`src/rtl/dump_ctrl_pkg.sv`:
```
// Shared types and default widths for the dump-window scheduler.
package dump_ctrl_pkg;

    localparam int CNTW_DEF     = 32;
    localparam int LENW_DEF     = 16;
    localparam int MIN_LOAD_DEF = 20000;

    // One-hot scheduler states.
    typedef enum logic [4:0] {
        ST_IDLE      = 5'b00001,
        ST_WAIT_LOAD = 5'b00010,
        ST_ARMED     = 5'b00100,
        ST_CAPTURE   = 5'b01000,
        ST_DONE      = 5'b10000
    } dump_state_e;

endpackage

```
`src/rtl/dump_fall_det.sv`:
```
// Registered copy of a clk-synchronous level plus a falling-edge pulse.
// The copy resets to 0, so a signal that is low out of reset never
// produces a spurious edge.
module dump_fall_det (
    input  logic clk,
    input  logic rst,
    input  logic sig_i,
    output logic fall_o
);

    logic sig_q;

    // Delay the level by one clock to compare against the live value.
    always_ff @(posedge clk) begin
        if (rst) sig_q <= 1'b0;
        else     sig_q <= sig_i;
    end

    assign fall_o = sig_q & ~sig_i;

endmodule

```
`src/rtl/dump_window_ctrl.sv`:
```
// Capture-window scheduler: counts frames on vs falling edges and opens a
// dump window either at a programmed frame number or at the end of a ROM
// download, closing it after a programmed number of frames.
module dump_window_ctrl
    import dump_ctrl_pkg::*;
#(
    parameter int CNTW            = CNTW_DEF,
    parameter int LENW            = LENW_DEF,
    parameter int MIN_LOAD_CYCLES = MIN_LOAD_DEF
) (
    input  logic            clk,
    input  logic            rst,
    input  logic            vs,
    input  logic            downloading,
    input  logic            arm,
    input  logic            cfg_wait_load,
    input  logic [CNTW-1:0] cfg_start_frame,
    input  logic [LENW-1:0] cfg_len,
    output logic [CNTW-1:0] frame_cnt,
    output logic            dump_en,
    output logic            dump_start,
    output logic            dump_stop,
    output logic            done
);

    // +2 keeps the width at least 1 even when MIN_LOAD_CYCLES is 0.
    localparam int             LDW    = $clog2(MIN_LOAD_CYCLES + 2);
    localparam logic [LDW-1:0] LD_MAX = LDW'(MIN_LOAD_CYCLES);

    logic vs_fall;
    logic dl_fall;

    dump_fall_det u_vs_det (
        .clk    (clk),
        .rst    (rst),
        .sig_i  (vs),
        .fall_o (vs_fall)
    );

    dump_fall_det u_dl_det (
        .clk    (clk),
        .rst    (rst),
        .sig_i  (downloading),
        .fall_o (dl_fall)
    );

    logic [CNTW-1:0] frame_cnt_q;
    logic [LDW-1:0]  ld_cnt_q;
    logic            load_ok;

    dump_state_e     state_q, state_d;
    logic [LENW-1:0] cap_cnt_q, cap_cnt_d;
    logic [CNTW-1:0] start_q, start_d;
    logic [LENW-1:0] len_q, len_d;

    logic dump_en_q, dump_start_q, dump_stop_q, done_q;
    logic in_cap_d, was_cap, cap_close;

    // Free-running frame counter; wraps naturally at 2^CNTW.
    always_ff @(posedge clk) begin
        if (rst)          frame_cnt_q <= '0;
        else if (vs_fall) frame_cnt_q <= frame_cnt_q + CNTW'(1);
    end

    // Post-reset settle counter; download-end edges before it saturates
    // are the power-on glitch of the loader and are ignored.
    always_ff @(posedge clk) begin
        if (rst)           ld_cnt_q <= '0;
        else if (!load_ok) ld_cnt_q <= ld_cnt_q + LDW'(1);
    end

    assign load_ok   = (ld_cnt_q == LD_MAX);
    assign cap_close = vs_fall && (len_q != '0) && (cap_cnt_q == len_q - LENW'(1));

    // Next-state logic; arm low overrides every other transition.
    always_comb begin
        state_d   = state_q;
        cap_cnt_d = cap_cnt_q;
        start_d   = start_q;
        len_d     = len_q;
        if (!arm) begin
            state_d = ST_IDLE;
        end else begin
            case (state_q)
                ST_IDLE: begin
                    start_d = cfg_start_frame;
                    len_d   = cfg_len;
                    state_d = cfg_wait_load ? ST_WAIT_LOAD : ST_ARMED;
                end
                ST_WAIT_LOAD: begin
                    if (dl_fall && load_ok) begin
                        state_d   = ST_CAPTURE;
                        cap_cnt_d = '0;
                    end
                end
                ST_ARMED: begin
                    if (vs_fall && (frame_cnt_q == start_q)) begin
                        state_d   = ST_CAPTURE;
                        cap_cnt_d = '0;
                    end
                end
                ST_CAPTURE: begin
                    if (vs_fall) cap_cnt_d = cap_cnt_q + LENW'(1);
                    if (cap_close) state_d = ST_DONE;
                end
                ST_DONE: begin
                    state_d = ST_DONE;
                end
                default: begin
                    state_d = ST_IDLE;
                end
            endcase
        end
    end

    assign in_cap_d = (state_d == ST_CAPTURE);
    assign was_cap  = (state_q == ST_CAPTURE);

    // State, latched config and capture counter.
    always_ff @(posedge clk) begin
        if (rst) begin
            state_q   <= ST_IDLE;
            cap_cnt_q <= '0;
            start_q   <= '0;
            len_q     <= '0;
        end else begin
            state_q   <= state_d;
            cap_cnt_q <= cap_cnt_d;
            start_q   <= start_d;
            len_q     <= len_d;
        end
    end

    // Registered outputs; start/stop pulses coincide with dump_en edges.
    always_ff @(posedge clk) begin
        if (rst) begin
            dump_en_q    <= 1'b0;
            dump_start_q <= 1'b0;
            dump_stop_q  <= 1'b0;
            done_q       <= 1'b0;
        end else begin
            dump_en_q    <= in_cap_d;
            dump_start_q <= in_cap_d & ~was_cap;
            dump_stop_q  <= was_cap & ~in_cap_d;
            done_q       <= (state_d == ST_DONE);
        end
    end

    assign frame_cnt  = frame_cnt_q;
    assign dump_en    = dump_en_q;
    assign dump_start = dump_start_q;
    assign dump_stop  = dump_stop_q;
    assign done       = done_q;

endmodule

```
`config.mk`:
```
export PLATFORM = sky130hd
export DESIGN_NAME = dump_window_ctrl
export DESIGN_NICKNAME = d
export VERILOG_FILES = /design/src/rtl/dump_ctrl_pkg.sv /design/src/rtl/dump_fall_det.sv /design/src/rtl/dump_window_ctrl.sv
export SDC_FILE = /design/constraint.sdc
export NUM_CORES = 1
export LEC_CHECK = 0
export ABC_AREA = 1
export CORE_MARGIN = 2
export CORE_UTILIZATION = 50
export CTS_CLUSTER_SIZE = 28
export DETAILED_ROUTE_END_ITERATION = 6
export PLACE_DENSITY = 0.76
export SYNTH_ARGS = -nofsm -noshare
export SYNTH_HDL_FRONTEND = slang
export SYNTH_HIERARCHICAL = 1
export SYNTH_SLANG_ARGS = --single-unit
```
`constraint.sdc`:
```
create_clock -name clk -period 1.65 [get_ports clk]
set_input_delay 0.33 -clock clk [delete_from_list [all_inputs] [get_ports clk]]
set_output_delay 0.33 -clock clk [all_outputs]
set_load 0.02 [all_outputs]
```
==> impl_metrics.csv, run 1 <==
group,metric,value,unit
synth,synth-main-ff-cell,"dfxtp_1",
critical_path,startpoint,"start_q[15]",
detailed_routing,first_iter_violations,548,
critical_path,critPathCaptureType,"flip-flop",
pwr,switchingPower,2.262,mW
critical_path,slowest_stage,"dfxtp_1",
final_layout,n_antenna_cell,0,
critical_path,crit_chain,"inv_1, nand2_1, nand2_1, inv_1, nand2_1, nor2_1, nand2_1, nor2_2, nand3_4, a21oi_4, buf_6, nand4_1, a21oi_1",
synth,synth_nets,1010,
die,floorplan.io_pins,90,
sta,fin_skew,8.404,ps
critical_path,reg2reg_from,"start_q[15]",
synth,synth_seq_area_share,37.31,%
pwr,clkPwrFrac,45.5,%
detailed_routing,drtAntennaViolNets,0,
die,initial_core_util,51.46,%
global_route,grt_overflow,0,
place,hpwlAfterDp,13660,um
die,fp.dieH,118.4,um
pwr,seqPwrFrac,37.7,%
sta,setup_ws,-274.1,ps
critical_path,cp.arrival,2270,ps
run,max-cap-violations,0,
final_layout,final_core_util,79.22,%
synth,syn_area,6546,um^2
synth,avgSynthCellArea,6.891,um^2
critical_path,start_kind,"flip-flop",
critical_path,required,2000,ps
synth,synth_top_family_by_area,"simple AND/OR/NAND/NOR gates",
global_route,grt_max_degree,53,
global_route,grt_usage,29.35,%
sta,drv_slew,0,
pwr,sw_frac_of_total,27.04,%
sta,tightest_slew,395.9,ps
synth,yosysUniqueCellTypes,41,
sta,fmax,519.7,MHz
synth,synth_mux_area_share,0,%
critical_path,crit_top_cell,"nand2_1",
synth,synth_warnings,6,
critical_path,critical_path.top_delay_family,"simple AND/OR/NAND/NOR gates",
synth,synthSimpleGateAreaFrac,30.81,%
pwr,p_int,6.105,mW
die,die-area,14020,um^2
worst_hold_path,hold_path_class,"input port to flip-flop",
detailed_routing,drt_first_pass_iters,6,
sta,rsz0062_at_grt,"true",
sta,post-route-min-period,1924,ps
pwr,leakage,4.374,nW
place,port_buffers,89,
pwr,pwr-share-comb,16.8,%
place,placed_cells,1331,
clocking,worstSkewPairLatency,430,ps
critical_path,critical_path.max_fanout,7,
critical_path,cp_slowest_stage_delay,350,ps
detailed_routing,via_count,7434,
detailed_routing,drt-total-wl,21770,um
synth,synth_edf_count,0,
synth,synth-seq-cells,122,
pwr,powerDensity,830.2,nW/um^2
global_route,grt_pass1_wl,33040,um
detailed_routing,drc,0,
final_layout,syn_to_final_growth,53.96,%
place,gp_congestion,0.9054,
detailed_routing,viasPerCell,5.348,
final_layout,drive_gt1_share,30.05,%
sta,fin_crit_sh,116.6,%
clocking,cts_made_buffers,17,
die,rows,41,
synth,synth-compound-area-share,13.07,%
critical_path,crit_buf_inv,3,
final_layout,finalNetCount,1265,
clocking,clk_path_buf_depth,2,
synth,syn_inst,950,
place,pre_cts_slack,-730.2,ps
outcome,status,"finished with violations",
synth,async_reset_ff_share,0,%
detailed_routing,routedWlPerCell,15.66,um
pwr,irDropWorstVdd,0.0009490,V
clocking,cts_root_buf,"clkbuf_16",
clocking,cts_tree,"done",
global_route,grt_pass1_vias,7047,
global_route,antenna_found_initial,0,
final_layout,layout.cells.non_filler,1390,
critical_path,worstSetupPathType,"flip-flop to flip-flop",
synth,synthAdderAreaFrac,1.147,%
sta,slew_headroom,73.52,%
outcome,violations,"setup timing",
worst_hold_path,hold_path_startpoint,"rst",
die,core_area,12720,um^2
clocking,cts_htree_levels,4,
clocking,cts.sinks,122,
clocking,path_clk_slew,60,ps
sta,hold_viol,0,
die,dieWidth,118.4,um
synth,synth-xor-area-share,7.301,%
sta,setup_viol,47,
-- path summary, 6_finish.rpt --
path / slack (ps) / endpoint / cells past startpoint
setup reg to reg: -270 / cap_cnt_q[12] / 13
hold / removal: 290 / u_vs_det/sig_q / 3
hold reg to reg: 470 / start_q[1] / 2
setup / recovery: -270 / cap_cnt_q[12] / 13
-- per-stage QoR --
stage | setup TNS (ps) | area, um^2 | hold WS [ps] | power, mW
2_1_floorplan | -60.71 | 6618 | 396.9 | 3.831
3_3_place_gp | -23510 | 8697 | 454.9 | 4.319
3_5_place_dp | -26330 | 8697 | 458.4 | 4.348
4_1_cts | -2458 | 9629 | 289.2 | 8.222
5_1_grt | -10760 | 10080 | 315.0 | 8.646
6_report | -5196 | 10080 | 293.1 | 8.367
-- cell families (layout without fill, tap and decap cells) --
logic type | Yosys count | in the layout
AND/OR/NAND/NOR | 446 | 447
buffers and inverters | 159 | 426
flip-flops | 122 | 122
adder cells (fa/ha/maj) | 6 | 6
AO/OA/AOI/OAI | 164 | 164
XOR/XNOR | 53 | 53
-- synthesized netlist by cell type (2+ instances only) --
cell type    n  share of area, %
inv_2        6              0.34
nor3_1      25               1.9
nor4_4       2              0.65
a21oi_1     93               7.1
nand2_1    198                11
clkbuf_1    17              0.97
nand3_2      3              0.46
a211oi_1     2              0.23
inv_1      120               6.9
xnor2_1     13               1.7
nand4_1     33               3.2
nand4_2      2              0.38
nor2_2       7              0.67
nor3b_1      3              0.34
clkbuf_2     5              0.38
nor2_1     110               6.3
dfxtp_1    122                37
o21ai_0     59               4.5
o21a_1       2              0.23
or2_2        3              0.29
nor4_1       3              0.29
and3_1       3              0.29
nand3b_1     2              0.23
ha_1         6               1.1
nor3_2       6              0.92
clkbuf_8     6               1.3
xor2_1      39               5.2
buf_2        2              0.15
nand2_2      3              0.29
a31oi_1      2              0.19
nand3_1     43               3.3
-- flip-flops by register name, summed over array words and instances, names as in the netlist --
signal	count
dump_en	1
frame_cnt	32
cap_cnt_q	16
dump_start	1
dump_stop	1
u_dl_det/sig_q	1
ld_cnt_q	15
done	1
u_vs_det/sig_q	1
start_q	32
len_q	16
state_q	5
-- power by group through the flow --
stage / clock network [mW] / logic, mW / registers, mW
after floorplan: 0 / 0.633 / 3.20
after global placement: 0 / 1.11 / 3.21
after detailed placement: 0 / 1.14 / 3.21
after CTS: 3.82 / 1.25 / 3.15
after global routing: 3.95 / 1.53 / 3.16
final: 3.81 / 1.41 / 3.15
-- cell usage in the layout (no fill, tap or decap), types with 24 or more instances in the layout --
cell type | Yosys | final
nand4_1 | 33 | 33
nand3_1 | 43 | 38
buf_4 | 0 | 158
dfxtp_2 | 0 | 24
dlygate4sd2_1 | 0 | 34
o21ai_0 | 59 | 29
clkdlybuf4s50_1 | 0 | 51
dfxtp_1 | 122 | 92
nor2_1 | 110 | 93
nand2_1 | 198 | 182
xor2_1 | 39 | 38
a21oi_1 | 93 | 83
inv_1 | 120 | 111
-- tightest hold or removal path, stage by stage --
cell and delay (ps):
buf_2 130, buf_4 170, nor2_2 50
-- routing by layer --
layer / routed length [um] / vias to the layer above / share of wire, % / global-route usage [%]
li1: - / 3588 / - / -
met1: 8644 / 3435 / 40 / 35.54
met2: 10760 / 334 / 49 / 50.65
met3: 1637 / 77 / 7.5 / 6.033
met4: 724 / 0 / 3.3 / 12.05
met5: 0 / - / 0 / 0
-- layout make-up --
cell class              instances  area (um^2)
clock buffers                  22        485.5
clock inverters                10        113.9
fillers                       875         2644
inverters                     126        480.5
multi-input cells             670         3933
flip-flops and latches        122         2495
well taps                     172        215.2
repair buffers                268         2356
-- what timing repair did --
action                                  in CTS  in global routing
buffers inserted                            15                 10
gates resized for setup                    100                115
hold buffers                                 0                  0
pin swaps                                   35                 30
endpoints found under the setup margin      80                100
cloned                                       3                  1
Power figures use the tool's default switching activity.
==> inputs of run 2 (changes only) <==
- MAX_ROUTING_LAYER: unset -> met4
- SLEW_MARGIN: unset -> 20
==> run 2 against run 1 <==
  * Utilization fell by 0.89 points
  * Clock skew increased by 0.50 ps
  * Critical path type unchanged
  * Flip-flop and latch count stayed put
  * Clock-buffer cell count is 1 lower
  * Setup slack improved by 17 ps
  * The run ends with DRC, setup timing left
  * Combinational power is 3% lower
==> impl_metrics.csv, run 2 (same netlist as run 1, synthesis figures left out) <==
group,metric,value,unit
detailed_routing,drt_first_pass_iters,7,
critical_path,critical_path.top_delay_family,"simple AND/OR/NAND/NOR gates",
die,rows,41,
global_route,grt_pass1_wl,32820,um
detailed_routing,drt-total-wl,22040,um
global_route,grt_overflow,0,
pwr,leakage,4.407,nW
clocking,worstSkewPairLatency,430,ps
detailed_routing,via_count,7466,
die,dieWidth,118.4,um
sta,fmax,524.3,MHz
final_layout,mostFrequentLayoutCell,"nand2_1",
place,port_buffers,89,
die,core_area,12720,um^2
global_route,antenna_found_initial,0,
place,hpwlAfterDp,13960,um
global_route,grt_pass1_vias,6953,
clocking,cts.sinks,122,
detailed_routing,routedWlPerCell,15.75,um
final_layout,drive_gt1_share,29.34,%
die,die-area,14020,um^2
final_layout,final_core_util,78.33,%
sta,fin_crit_sh,115.6,%
critical_path,critical_path.max_fanout,3,
critical_path,slowest_stage,"dfxtp_2",
final_layout,multi_input_area,3844,um^2
global_route,grt_max_degree,52,
final_layout,seq_area,2491,um^2
critical_path,critPathCaptureType,"flip-flop",
sta,tightest_slew,365.0,ps
outcome,status,"finished with violations",
critical_path,start_kind,"flip-flop",
critical_path,cp.arrival,2260,ps
sta,post-route-min-period,1907,ps
place,pre_cts_slack,-725.8,ps
detailed_routing,drtAntennaViolNets,0,
critical_path,worstSetupPathType,"flip-flop to flip-flop",
sta,fin_skew,8.905,ps
sta,drv_slew,0,
final_layout,n_antenna_cell,0,
final_layout,syn_to_final_growth,52.24,%
critical_path,crit_chain,"inv_2, nor2_4, inv_4, buf_4, buf_6, nor2_4, inv_2, nor4_4, nand3b_1, o21ai_1, nor3b_2",
clocking,cts_htree_levels,4,
run,max-cap-violations,0,
clocking,cts_made_buffers,17,
die,floorplan.io_pins,90,
final_layout,finalNetCount,1274,
final_layout,final_cell_mix,"nand2_1, buf_4, inv_1",
clocking,clk_path_buf_depth,2,
outcome,violations,"DRC, setup timing",
sta,hold_viol,0,
worst_hold_path,hold_path_class,"input port to flip-flop",
critical_path,cp_slowest_stage_delay,320,ps
die,fp.dieH,118.4,um
pwr,irDropWorstVdd,0.0007438,V
sta,rsz0062_at_grt,"true",
critical_path,required,2000,ps
final_layout,fill_cells,885,
pwr,power,7.874,mW
sta,worst_hold_slack,317.4,ps
detailed_routing,viasPerCell,5.337,
detailed_routing,drc,3,
sta,setup_viol,54,
global_route,grt_usage,29.88,%
clocking,path_clk_slew,50,ps
clocking,cts_root_buf,"clkbuf_16",
sta,slew_headroom,75.44,%
detailed_routing,first_iter_violations,677,
pwr,powerDensity,790.1,nW/um^2
sta,setup_ws,-257.4,ps
clocking,cts_tree,"done",
place,gp_congestion,0.8985,
critical_path,crit_buf_inv,5,
die,initial_core_util,51.46,%
run 2: final cells by class:
class / count / share of cell area, %
clock buffers: 21 / 4.419
clock inverters: 11 / 0.8035
inverters: 126 / 4.796
multi-input cells: 669 / 38.57
flip-flops and latches: 122 / 25.00
well taps: 172 / 2.159
repair buffers: 278 / 24.26
run 2: per-stage QoR:
step           std cells  cell area, um^2  setup TNS [ps]
2_1_floorplan        950             6618          -60.71
3_3_place_gp        1334             8720          -22950
3_5_place_dp        1334             8720          -26320
4_1_cts             1385             9553           -2931
5_1_grt             1399             9966          -12870
6_report            1399             9966           -6311
run 2: power breakdown:
| group | internal [mW] | switching (mW) |
|---|---|---|
| Combinational | 0.642 | 0.730 |
| Clock | 2.03 | 1.32 |
| Sequential | 3.07 | 0.0859 |
run 2: worst min-delay path, stage by stage:
cell,delay [ps]
buf_2,130
buf_4,190
nor2_2,50
run 2: final timing paths:
check / slack, ps / end / start / cells after the start
setup / recovery: -260 / frame_cnt[29] / u_vs_det/sig_q / 11
hold / removal: 320 / u_vs_det/sig_q / rst / 3
setup reg to reg: -260 / frame_cnt[29] / u_vs_det/sig_q / 11
hold reg to reg: 460 / start_q[1] / start_q[1] / 2
run 2: repair_timing:
action                                 CTS  global route
endpoints found under the hold margin    0             0
gates resized for setup                102            99
setup buffers                           18            16
pin swaps                               32            49
setup endpoints to repair               73            75
cloned                                   1             2
hold buffers                             0             0
run 2: per-layer routing:
layer / GRT usage, % / vias up / share of wire (%)
li1: - / 3615 / -
met1: 35.68 / 3428 / 40
met2: 49.24 / 348 / 49
met3: 5.454 / 75 / 6.8
met4: 13.32 / 0 / 4.0
met5: - / - / 0
